## config.mk

```make
export PLATFORM = sky130hd
export DESIGN_NAME = commit_sequencer
export DESIGN_NICKNAME = d
export VERILOG_FILES = /design/src/rtl/commit_sequencer_pkg.sv /design/src/rtl/commit_sequencer_rob_entry_bank.sv /design/src/rtl/commit_sequencer.sv
export SDC_FILE = /design/constraint.sdc
export NUM_CORES = 1
export LEC_CHECK = 0
export ABC_AREA = 0
export BUFFER_PORTS_ARGS = -buffer_cell sky130_fd_sc_hd__buf_2
export CAP_MARGIN = 20
export CORE_MARGIN = 4
export CORE_UTILIZATION = 60
export CTS_CLUSTER_SIZE = 40
export DETAILED_ROUTE_END_ITERATION = 7
export PLACE_DENSITY = 0.87
export SYNTH_ARGS = -nofsm -noshare
export SYNTH_HDL_FRONTEND = slang
export SYNTH_HIERARCHICAL = 1
export SYNTH_SLANG_ARGS = --single-unit
```

## constraint.sdc

```tcl
create_clock -name clk_in -period 11.3 [get_ports clk_in]
set_clock_uncertainty 0.1 [all_clocks]
set_input_delay 2.825 -clock clk_in [delete_from_list [all_inputs] [get_ports clk_in]]
set_output_delay 2.825 -clock clk_in [all_outputs]
set_load 0.01 [all_outputs]
```

## src/rtl/commit_sequencer_pkg.sv

```systemverilog
// Shared constants and the entry control record for the commit sequencer.
package commit_sequencer_pkg;

  localparam int DEF_ROB_WIDTH = 4;   // tag width; buffer depth is 2**DEF_ROB_WIDTH
  localparam int DEF_REG_WIDTH = 32;  // result data width
  localparam int REG_ID_WIDTH  = 5;   // architectural register id width

  // Control half of a buffer entry; the result value is kept in a separate array.
  typedef struct packed {
    logic                    busy;  // entry allocated and not yet retired
    logic                    done;  // result has been captured
    logic [REG_ID_WIDTH-1:0] rd;    // destination register id
  } rob_ctrl_t;

  // Bit offsets of the fields inside a packed rob_ctrl_t.
  localparam int CTRL_RD_LSB  = 0;
  localparam int CTRL_DONE_BIT = REG_ID_WIDTH;
  localparam int CTRL_BUSY_BIT = REG_ID_WIDTH + 1;
  localparam int CTRL_WIDTH    = REG_ID_WIDTH + 2;

  // x0 is hardwired to zero, so a retiring entry targeting it never writes back.
  function automatic logic writes_back(input logic [REG_ID_WIDTH-1:0] rd);
    return rd != '0;
  endfunction

endpackage

```

## src/rtl/commit_sequencer_rob_entry_bank.sv

```systemverilog
// Entry storage for the commit sequencer: allocate and complete write ports,
// a head read port with retire-clear, and a whole-buffer flush clear.
module rob_entry_bank
  import commit_sequencer_pkg::*;
#(
  parameter int ROB_WIDTH = DEF_ROB_WIDTH,
  parameter int REG_WIDTH = DEF_REG_WIDTH
) (
  input  logic                    clk,
  input  logic                    rst_n,
  input  logic                    flush_i,      // already qualified with rdy
  input  logic                    alloc_we_i,
  input  logic [ROB_WIDTH-1:0]    alloc_idx_i,
  input  logic [REG_ID_WIDTH-1:0] alloc_rd_i,
  input  logic                    cmpl_we_i,
  input  logic [ROB_WIDTH-1:0]    cmpl_idx_i,
  input  logic [REG_WIDTH-1:0]    cmpl_value_i,
  output logic                    cmpl_busy_o,  // busy bit of the entry a completion targets
  input  logic                    retire_i,
  input  logic [ROB_WIDTH-1:0]    head_idx_i,
  output rob_ctrl_t               head_ctrl_o,
  output logic [REG_WIDTH-1:0]    head_value_o
);

  localparam int DEPTH = 1 << ROB_WIDTH;

  rob_ctrl_t            ctrl_q  [DEPTH];
  logic [REG_WIDTH-1:0] value_q [DEPTH];

  // Control bits: flush wipes everything; otherwise retire, allocate and complete update their entries.
  always_ff @(posedge clk or negedge rst_n) begin
    if (!rst_n) begin
      for (int i = 0; i < DEPTH; i++) ctrl_q[i] <= '0;
    end else if (flush_i) begin
      for (int i = 0; i < DEPTH; i++) begin
        ctrl_q[i].busy <= 1'b0;
        ctrl_q[i].done <= 1'b0;
      end
    end else begin
      // NOTE: non-blocking assignments, so later writes in this block win on the same entry
      // and every read above sees the pre-edge state, which is what the hardware does.
      if (retire_i) begin
        ctrl_q[head_idx_i].busy <= 1'b0;
        ctrl_q[head_idx_i].done <= 1'b0;
      end
      if (alloc_we_i) begin
        ctrl_q[alloc_idx_i] <= '{busy: 1'b1, done: 1'b0, rd: alloc_rd_i};
      end
      if (cmpl_we_i) begin
        ctrl_q[cmpl_idx_i].done <= 1'b1;
      end
    end
  end

  // Result values: written on completion only.
  // NOTE: the value array is deliberately not reset; an entry's value is only read once
  // its done bit is set, and done is reset, so resetting this RAM would buy nothing.
  always_ff @(posedge clk) begin
    if (cmpl_we_i && !flush_i) begin
      value_q[cmpl_idx_i] <= cmpl_value_i;
    end
  end

  assign cmpl_busy_o  = ctrl_q[cmpl_idx_i].busy;
  assign head_ctrl_o  = ctrl_q[head_idx_i];
  assign head_value_o = value_q[head_idx_i];

endmodule

```

## src/rtl/commit_sequencer.sv

```systemverilog
// In-order commit controller: allocates tags at issue, captures completions and
// retires the head entry at most once per cycle towards the register file.
module commit_sequencer
  import commit_sequencer_pkg::*;
#(
  parameter int ROB_WIDTH = DEF_ROB_WIDTH,
  parameter int REG_WIDTH = DEF_REG_WIDTH
) (
  input  logic                    clk_in,
  input  logic                    rst_n_in,
  input  logic                    rdy_in,
  input  logic                    alloc_valid,
  input  logic [REG_ID_WIDTH-1:0] alloc_rd,
  output logic                    alloc_ready,
  output logic [ROB_WIDTH-1:0]    alloc_tag,
  input  logic                    cmpl_valid,
  input  logic [ROB_WIDTH-1:0]    cmpl_tag,
  input  logic [REG_WIDTH-1:0]    cmpl_value,
  input  logic                    flush_in,
  output logic                    rob_commit_signal,
  output logic [ROB_WIDTH-1:0]    commit_rd_tag,
  output logic [REG_WIDTH-1:0]    commit_rd_value,
  output logic [REG_ID_WIDTH-1:0] commit_rd_id,
  output logic [ROB_WIDTH:0]      count,
  output logic                    empty
);

  localparam int                 DEPTH      = 1 << ROB_WIDTH;
  localparam logic [ROB_WIDTH:0] FULL_COUNT = (ROB_WIDTH + 1)'(DEPTH);
  localparam logic [ROB_WIDTH:0] CNT_ONE    = (ROB_WIDTH + 1)'(1);
  localparam logic [ROB_WIDTH-1:0] PTR_ONE  = ROB_WIDTH'(1);

  logic [ROB_WIDTH-1:0]    head_q, head_d;
  logic [ROB_WIDTH-1:0]    tail_q, tail_d;
  logic [ROB_WIDTH:0]      count_q, count_d;

  logic                    commit_valid_q, commit_valid_d;
  logic [ROB_WIDTH-1:0]    commit_tag_q, commit_tag_d;
  logic [REG_WIDTH-1:0]    commit_value_q, commit_value_d;
  logic [REG_ID_WIDTH-1:0] commit_id_q, commit_id_d;

  rob_ctrl_t               head_ctrl;
  logic [REG_WIDTH-1:0]    head_value;
  logic                    cmpl_busy;

  logic                    flush_fire;
  logic                    alloc_fire;
  logic                    cmpl_fire;
  logic                    commit_fire;

  // Full is judged on registered count only, so a same-cycle retire never unblocks issue.
  assign alloc_ready = (count_q != FULL_COUNT);
  assign alloc_tag   = tail_q;
  assign count       = count_q;
  assign empty       = (count_q == '0);

  // Flush outranks everything; nothing fires while paused.
  assign flush_fire  = rdy_in & flush_in;
  assign alloc_fire  = rdy_in & ~flush_in & alloc_valid & alloc_ready;
  assign cmpl_fire   = rdy_in & ~flush_in & cmpl_valid & cmpl_busy;
  assign commit_fire = rdy_in & ~flush_in & head_ctrl.busy & head_ctrl.done;

  rob_entry_bank #(
    .ROB_WIDTH (ROB_WIDTH),
    .REG_WIDTH (REG_WIDTH)
  ) u_bank (
    .clk          (clk_in),
    .rst_n        (rst_n_in),
    .flush_i      (flush_fire),
    .alloc_we_i   (alloc_fire),
    .alloc_idx_i  (tail_q),
    .alloc_rd_i   (alloc_rd),
    .cmpl_we_i    (cmpl_fire),
    .cmpl_idx_i   (cmpl_tag),
    .cmpl_value_i (cmpl_value),
    .cmpl_busy_o  (cmpl_busy),
    .retire_i     (commit_fire),
    .head_idx_i   (head_q),
    .head_ctrl_o  (head_ctrl),
    .head_value_o (head_value)
  );

  // Pointer and occupancy next state; count moves only when exactly one of allocate/commit fires.
  always_comb begin
    // NOTE: every output of this block gets a default first, so no path can infer a latch.
    head_d  = head_q;
    tail_d  = tail_q;
    count_d = count_q;
    if (flush_fire) begin
      head_d  = '0;
      tail_d  = '0;
      count_d = '0;
    end else begin
      if (alloc_fire)  tail_d = tail_q + PTR_ONE;
      if (commit_fire) head_d = head_q + PTR_ONE;
      case ({alloc_fire, commit_fire})
        2'b10:   count_d = count_q + CNT_ONE;
        2'b01:   count_d = count_q - CNT_ONE;
        default: count_d = count_q;
      endcase
    end
  end

  // Commit output next state: strobe is rebuilt every unpaused cycle, data holds unless an entry retires.
  always_comb begin
    commit_valid_d = commit_valid_q;
    commit_tag_d   = commit_tag_q;
    commit_value_d = commit_value_q;
    commit_id_d    = commit_id_q;
    if (rdy_in) begin
      commit_valid_d = 1'b0;
      if (commit_fire) begin
        commit_valid_d = writes_back(head_ctrl.rd);
        commit_tag_d   = head_q;
        commit_value_d = head_value;
        commit_id_d    = head_ctrl.rd;
      end
    end
  end

  // Pointer and occupancy registers.
  always_ff @(posedge clk_in or negedge rst_n_in) begin
    if (!rst_n_in) begin
      head_q  <= '0;
      tail_q  <= '0;
      count_q <= '0;
    end else begin
      head_q  <= head_d;
      tail_q  <= tail_d;
      count_q <= count_d;
    end
  end

  // Commit output registers towards the register file.
  always_ff @(posedge clk_in or negedge rst_n_in) begin
    if (!rst_n_in) begin
      commit_valid_q <= 1'b0;
      commit_tag_q   <= '0;
      commit_value_q <= '0;
      commit_id_q    <= '0;
    end else begin
      commit_valid_q <= commit_valid_d;
      commit_tag_q   <= commit_tag_d;
      commit_value_q <= commit_value_d;
      commit_id_q    <= commit_id_d;
    end
  end

  assign rob_commit_signal = commit_valid_q;
  assign commit_rd_tag     = commit_tag_q;
  assign commit_rd_value   = commit_value_q;
  assign commit_rd_id      = commit_id_q;

endmodule

```

== Word level (Yosys, flattened, before mapping) ==
Memories as Yosys holds them, arrays and structs flattened. A register that Yosys moved wholly into a read port is not among the register bits.
Index checks and enable logic that the tools add are counted.
Operators by class
  add/sub/neg operators: 4
  magnitude comparators: 6
  eq/ne operators: 3
  multiplexer cells: 48
  bitwise operators: 12
  reduce and logical (&&, ||, !) cells: 12
Operator list (number)
  $mux 112: 5
  $bwmux 112: 4
  $demux 7 s4: 4
  $bmux 7 s4: 2
  $mux 7: 6
  $mux 2: 16
  $mux 4: 4
  $ge 5x5->1 const B: 3
  $lt 5x1->1 const B: 3
  $not 4->5: 3
  $mux 6: 2
  $pmux 5 s2: 1
  $add 4x1->4 const B: 2
  $and 1x1->1: 8
  $add 5x1->5 const B: 1
  $logic_not 5->1: 1
  $mux 5: 1
  $ne 5x5->1 const B: 1
  $reduce_bool 5->1: 1
  $sub 5x1->5 const B: 1
  $logic_and 1x1->1: 4
  $reduce_bool 2->1: 2
  $mux 1: 3
  $reduce_bool 3->1: 1
  other kinds (5): 6
Word-level totals
  bits in registers: 135
  RAM bits: 512
  input bits: 47
  output and inout bits: 53
  word-level logic and storage cells: 140
  memories kept: 1
Memory list
  u_bank.value_q: depth 16, width 32, read ports 1, clocked after memory_dff 1, write ports 1, line commit_sequencer_rob_entry_bank.sv:28  | logic [REG_WIDTH-1:0] value_q [DEPTH];

== Logic depth before layout (Yosys ltp) ==
  depth in word-level cells: 15
  mapped depth: 17

== By module ==
Netlist, hierarchy kept.
By module, submodules not included
  rob_entry_bank: times used 1, cells each 1203, area an instance 24712.5 sq um, seq. area each 18177.4 sq um
  commit_sequencer: times used 1, cells each 274, area an instance 2463.6 sq um, seq. area each 1376.3 sq um

== Least setup slack after synthesis ==
OpenSTA, ideal clock, no wires.
  path kind: input to register
  from: input cmpl_tag[1]
  to: memory u_bank/value_q[12][0] in the netlist's numbering, enable pin
  arrival: 6242 ps
  required time: 10737 ps
  slack: 4495 ps
  cell stages on the path: 7
  buffers on the path: 1
  path through: clkbuf_1 > mux4_2 > mux2i_1 > mux2i_1 > and3_1 > nand4b_1 > nor3_1
Between the ends
  longest elaborated chain between the ends: 8
Ends and longest elaborated chain
  start, declared: line commit_sequencer.sv:17  | input logic [ROB_WIDTH-1:0] cmpl_tag,
  $not 4->5 (not written as such): line commit_sequencer_rob_entry_bank.sv:64  | assign cmpl_busy_o = ctrl_q[cmpl_idx_i].busy;
  $bmux 7 s4: line commit_sequencer_rob_entry_bank.sv:64
  $mux 7 (not written as such) (2 in a row): line commit_sequencer_rob_entry_bank.sv:64
  via cmpl_busy: line commit_sequencer.sv:44  | logic cmpl_busy;
  $and 1x1->1: line commit_sequencer.sv:60  | assign cmpl_fire = rdy_in & ~flush_in & cmpl_valid & cmpl_busy;
  via cmpl_fire: line commit_sequencer.sv:48  | logic cmpl_fire;
  $logic_and 1x1->1: line commit_sequencer_rob_entry_bank.sv:59  | if (cmpl_we_i && !flush_i) begin
  $mux 1: line commit_sequencer_rob_entry_bank.sv:59
  $mux 1 (not written as such): line commit_sequencer_rob_entry_bank.sv:60  | value_q[cmpl_idx_i] <= cmpl_value_i;
  end, declared: line commit_sequencer_rob_entry_bank.sv:28
The timed path passes the listed nets, and every way through them passes these cells. The select of a mux whose other input is x is not followed.

== Final worst setup path ==
  from: input cmpl_tag[0]
  to: memory u_bank/value_q[2][29] in the netlist's numbering, enable pin
Same word-level chain as after synthesis.

==> run_results.csv <==
group,metric,value,unit
setup_path,timing.critical_path.arrival,5.56,ns
floorplan,die-height,220.8,um
timing,worst_slew_margin,29.00,%
synth,ys_async_sr_fraction,24.59,%
synth,synth_top_cells_by_area,"edfxtp_1 (57%), dfrtp_1 (15%), mux4_2 (13%), mux2_2 (2.7%), nand2_1 (2.5%)",
timing,whs,0.3695,ns
synth,synth_warnings,6,
placed_design,number_of_buffer_cells_added_on_primary_ports,99,
power,power.total,5.164,mW
synth,synth-edff-count,512,
layout,post_layout_net_count,1639,
grt,globalRouteOverflowTotal,0,
synth,syn_nets,1530,
timing,final_period_minus_worst_setup_slack,5.441,ns
layout,antenna_cells,0,
clocking,clk_slew_on_worst_s_h_paths,0.06,ns
placed_design,place_congestion,0.8663,
timing,grt_setup_unrepaired,"false",
grt,antenna_found_initial,1,
flow_run,maxCapViolCount,0,
setup_path,worst_r2r_startpoint,"head_q[1]",
routing,ant_nets,0,
power,power.density,168.2,mW/mm2
setup_path,critical_path.startpoint,"cmpl_tag[0]",
setup_path,timing.critical_path.from_type,"primary input",
placed_design,post-dp-hpwl,35.06,mm
timing,achievable-frequency,0.1838,GHz
clocking,cts-resized-gates,0,
clocking,tritoncts,"yes",
routing,viasPerCell,6.541,
layout,n_fill_cell,2688,
floorplan,die_area,0.04876,mm2
synth,synth.avg_cell_area,18.40,um2
clocking,clock_latency,0.61,ns
floorplan,floorplan.initialDensity,61.06,%
clocking,number_of_buffers_created_by_cts,67,
synth,syn-instance-count,1477,
synth,synth_sequential_area_ratio,71.95,%
synth,postSynthRegisterBits,679,
timing,final_max_slew_viol_count,0,
synth,synth_top_cell_by_area,"edfxtp_1",
routing,vias,14590,
grt,track_usage,25.34,%
grt,largest_net_degree_at_the_start_of_global_routing,116,
clocking,root_buffer,"clkbuf_16",
clocking,htree_num_levels,3,
timing,setup_tns,0,ns
power,power.leakage,11.12,nW
routing,number_of_design_rule_violations_left_after_detail_routing,0,
setup_path,reg2reg_depth,15,
floorplan,design.core.area,0.04451,mm2
routing,dr.first_iter.drc_count,1549,
routing,router_iterations_before_antenna_repair,7,
setup_path,endpoint,"u_bank/value_q[2][29]",
synth,synth_flop_cell,"edfxtp_1",
timing,final_min_period_over_clock_period,48.15,%
setup_path,path_max_fanout,32,
grt,first_global_vias,15600,
setup_path,setup.reg_to_reg.worst_slack,6.54,ns
clocking,numClockSinks,679,
synth,synthDistinctLibCells,62,
setup_path,rr_endpoint,"count[4]",
timing,finalHoldViolCount,0,
synth,yosys.area.top_type_share,56.57,%
layout,layout-drive-gt1-share,29.77,%
clocking,post-cts-setup-buffer-count,0,
synth,cell_area_after_synthesis,0.02718,mm2
routing,wirelength,61.55,mm
floorplan,ioPinCount,100,
setup_path,cp-end-kind,"flop",
worst_hold_path,holdCritPathClass,"reg2reg",
layout,area.growth.synth_to_final,12.97,%
outcome,outcome,"finished clean",
clocking,cts_hold_buf,0,
timing,max_slew.worst_pin.slew,1.065,ns
timing,setup-violations-final,0,
floorplan,core.rowCount,77,
setup_path,criticalPathCategory,"in2reg",
grt,grt_pass1_wl,95.16,mm
setup_path,critical_path_required,11.41,ns
power,ir_worst_vdd,143.3,uV
routing,wl_per_cell,27.59,um
floorplan,die-width,220.8,um
clocking,clk_path_buf_depth,3,
## per-stage QoR
step	setup slack (ns)	util, %	cell area [um2]	cells
finish	5.859	68.97	30700	2231
global route	5.658	68.97	30700	2231
CTS	5.862	68.64	30550	2225
detailed placement	5.295	63.84	28410	2103
global placement	5.305	63.46	28250	2097
floorplan	4.495	-	27180	1477
## power breakdown
group	total, mW	switching (mW)	leakage (nW)	internal (mW)
combinational	0.212	0.112	3.18	0.100
sequential	2.78	0.0426	6.89	2.74
clock	2.17	0.941	1.05	1.23
## area by class of cell
| class | count | area [um2] | share of cell area (%) |
|---|---|---|---|
| tap | 592 | 740.7 | 2.413 |
| multi-input combinational | 687 | 7229 | 23.55 |
| clock buffer | 86 | 1788 | 5.824 |
| inverter | 26 | 97.59 | 0.3179 |
| clock inverter | 36 | 349.1 | 1.137 |
| timing repair buffer | 125 | 934.6 | 3.044 |
| sequential | 679 | 19560 | 63.72 |
## routing by layer
metal	part of all wire, %	global-route usage [%]	wire length (um)	up-vias
li1	-	-	-	6068
met1	37	33.20	22520	7608
met2	53	43.84	32690	757
met3	6.9	4.347	4253	158
met4	3.4	8.657	2073	2
met5	0.021	0	13	-
## layout by cell type, fill, tap and decap left out, types with 4 or more instances in the layout
| cell type | count |
|---|---|
| edfxtp_1 | 512 |
| nand2_1 | 182 |
| dfrtp_1 | 165 |
| mux4_2 | 160 |
| buf_2 | 98 |
| a22oi_1 | 78 |
| clkbuf_16 | 67 |
| mux2_2 | 65 |
| o21ai_0 | 26 |
| inv_1 | 25 |
| o22ai_1 | 16 |
| clkbuf_1 | 15 |
| buf_4 | 13 |
| nor2_4 | 13 |
| nor2_1 | 12 |
| a21o_1 | 12 |
| clkinv_1 | 12 |
| clkinv_2 | 11 |
| buf_16 | 10 |
| mux2_1 | 10 |
| nand2b_1 | 9 |
| o21bai_1 | 8 |
| and3_1 | 7 |
| nor2b_1 | 7 |
| a21oi_1 | 6 |
| ha_1 | 5 |
| a31o_2 | 5 |
| mux2_4 | 5 |
| clkbuf_8 | 4 |
| bufinv_16 | 4 |
## worst min-delay path by stage
stage / end / startpoint / slack (ns) / cells after the start
6_report: commit_rd_value[16] / commit_rd_value[16] / 0.37 / 2
5_1_grt: commit_rd_value[16] / commit_rd_value[16] / 0.39 / 2
4_1_cts: commit_rd_value[16] / commit_rd_value[16] / 0.37 / 2
3_5_place_dp: commit_rd_value[14] / commit_rd_value[14] / 0.36 / 2
3_3_place_gp: commit_rd_id[2] / commit_rd_id[2] / 0.36 / 2
2_1_floorplan: flop / flop / 0.35 / 1
## cells in the mapped netlist, types with 5 or more instances
cell type and count:
a22oi_1 78, edfxtp_1 512, o21ai_0 26, mux2_4 5
a31o_2 5, buf_6 8, o21bai_1 8, nor2_1 25
mux2_1 10, nand2b_1 9, o22ai_1 16, and3_1 7
dfrtp_1 167, inv_1 26, nand2_1 182, buf_2 36
clkbuf_1 37, mux2_2 65, mux4_2 160, a21oi_1 6
ha_1 5, nor2b_1 9, a21o_1 12
## critical path: stages
cell	delay [ns]
buf_2	0.31
mux4_2	0.29
mux2i_1	0.07
mux2i_1	0.12
and3_1	0.27
or4b_1	0.74
nor2_4	0.91
## logic make-up after synthesis
group,Yosys count,share of synthesized area (%)
AND/OR/NAND/NOR,269,4.535
multiplexers,243,16.75
flip-flops,679,71.95
XOR/XNOR,5,0.2302
buffers and inverters,111,1.961
AO/OA/AOI/OAI,164,4.263
adder cells (fa/ha/maj),6,0.3039
Power figures use the tool's default switching activity.
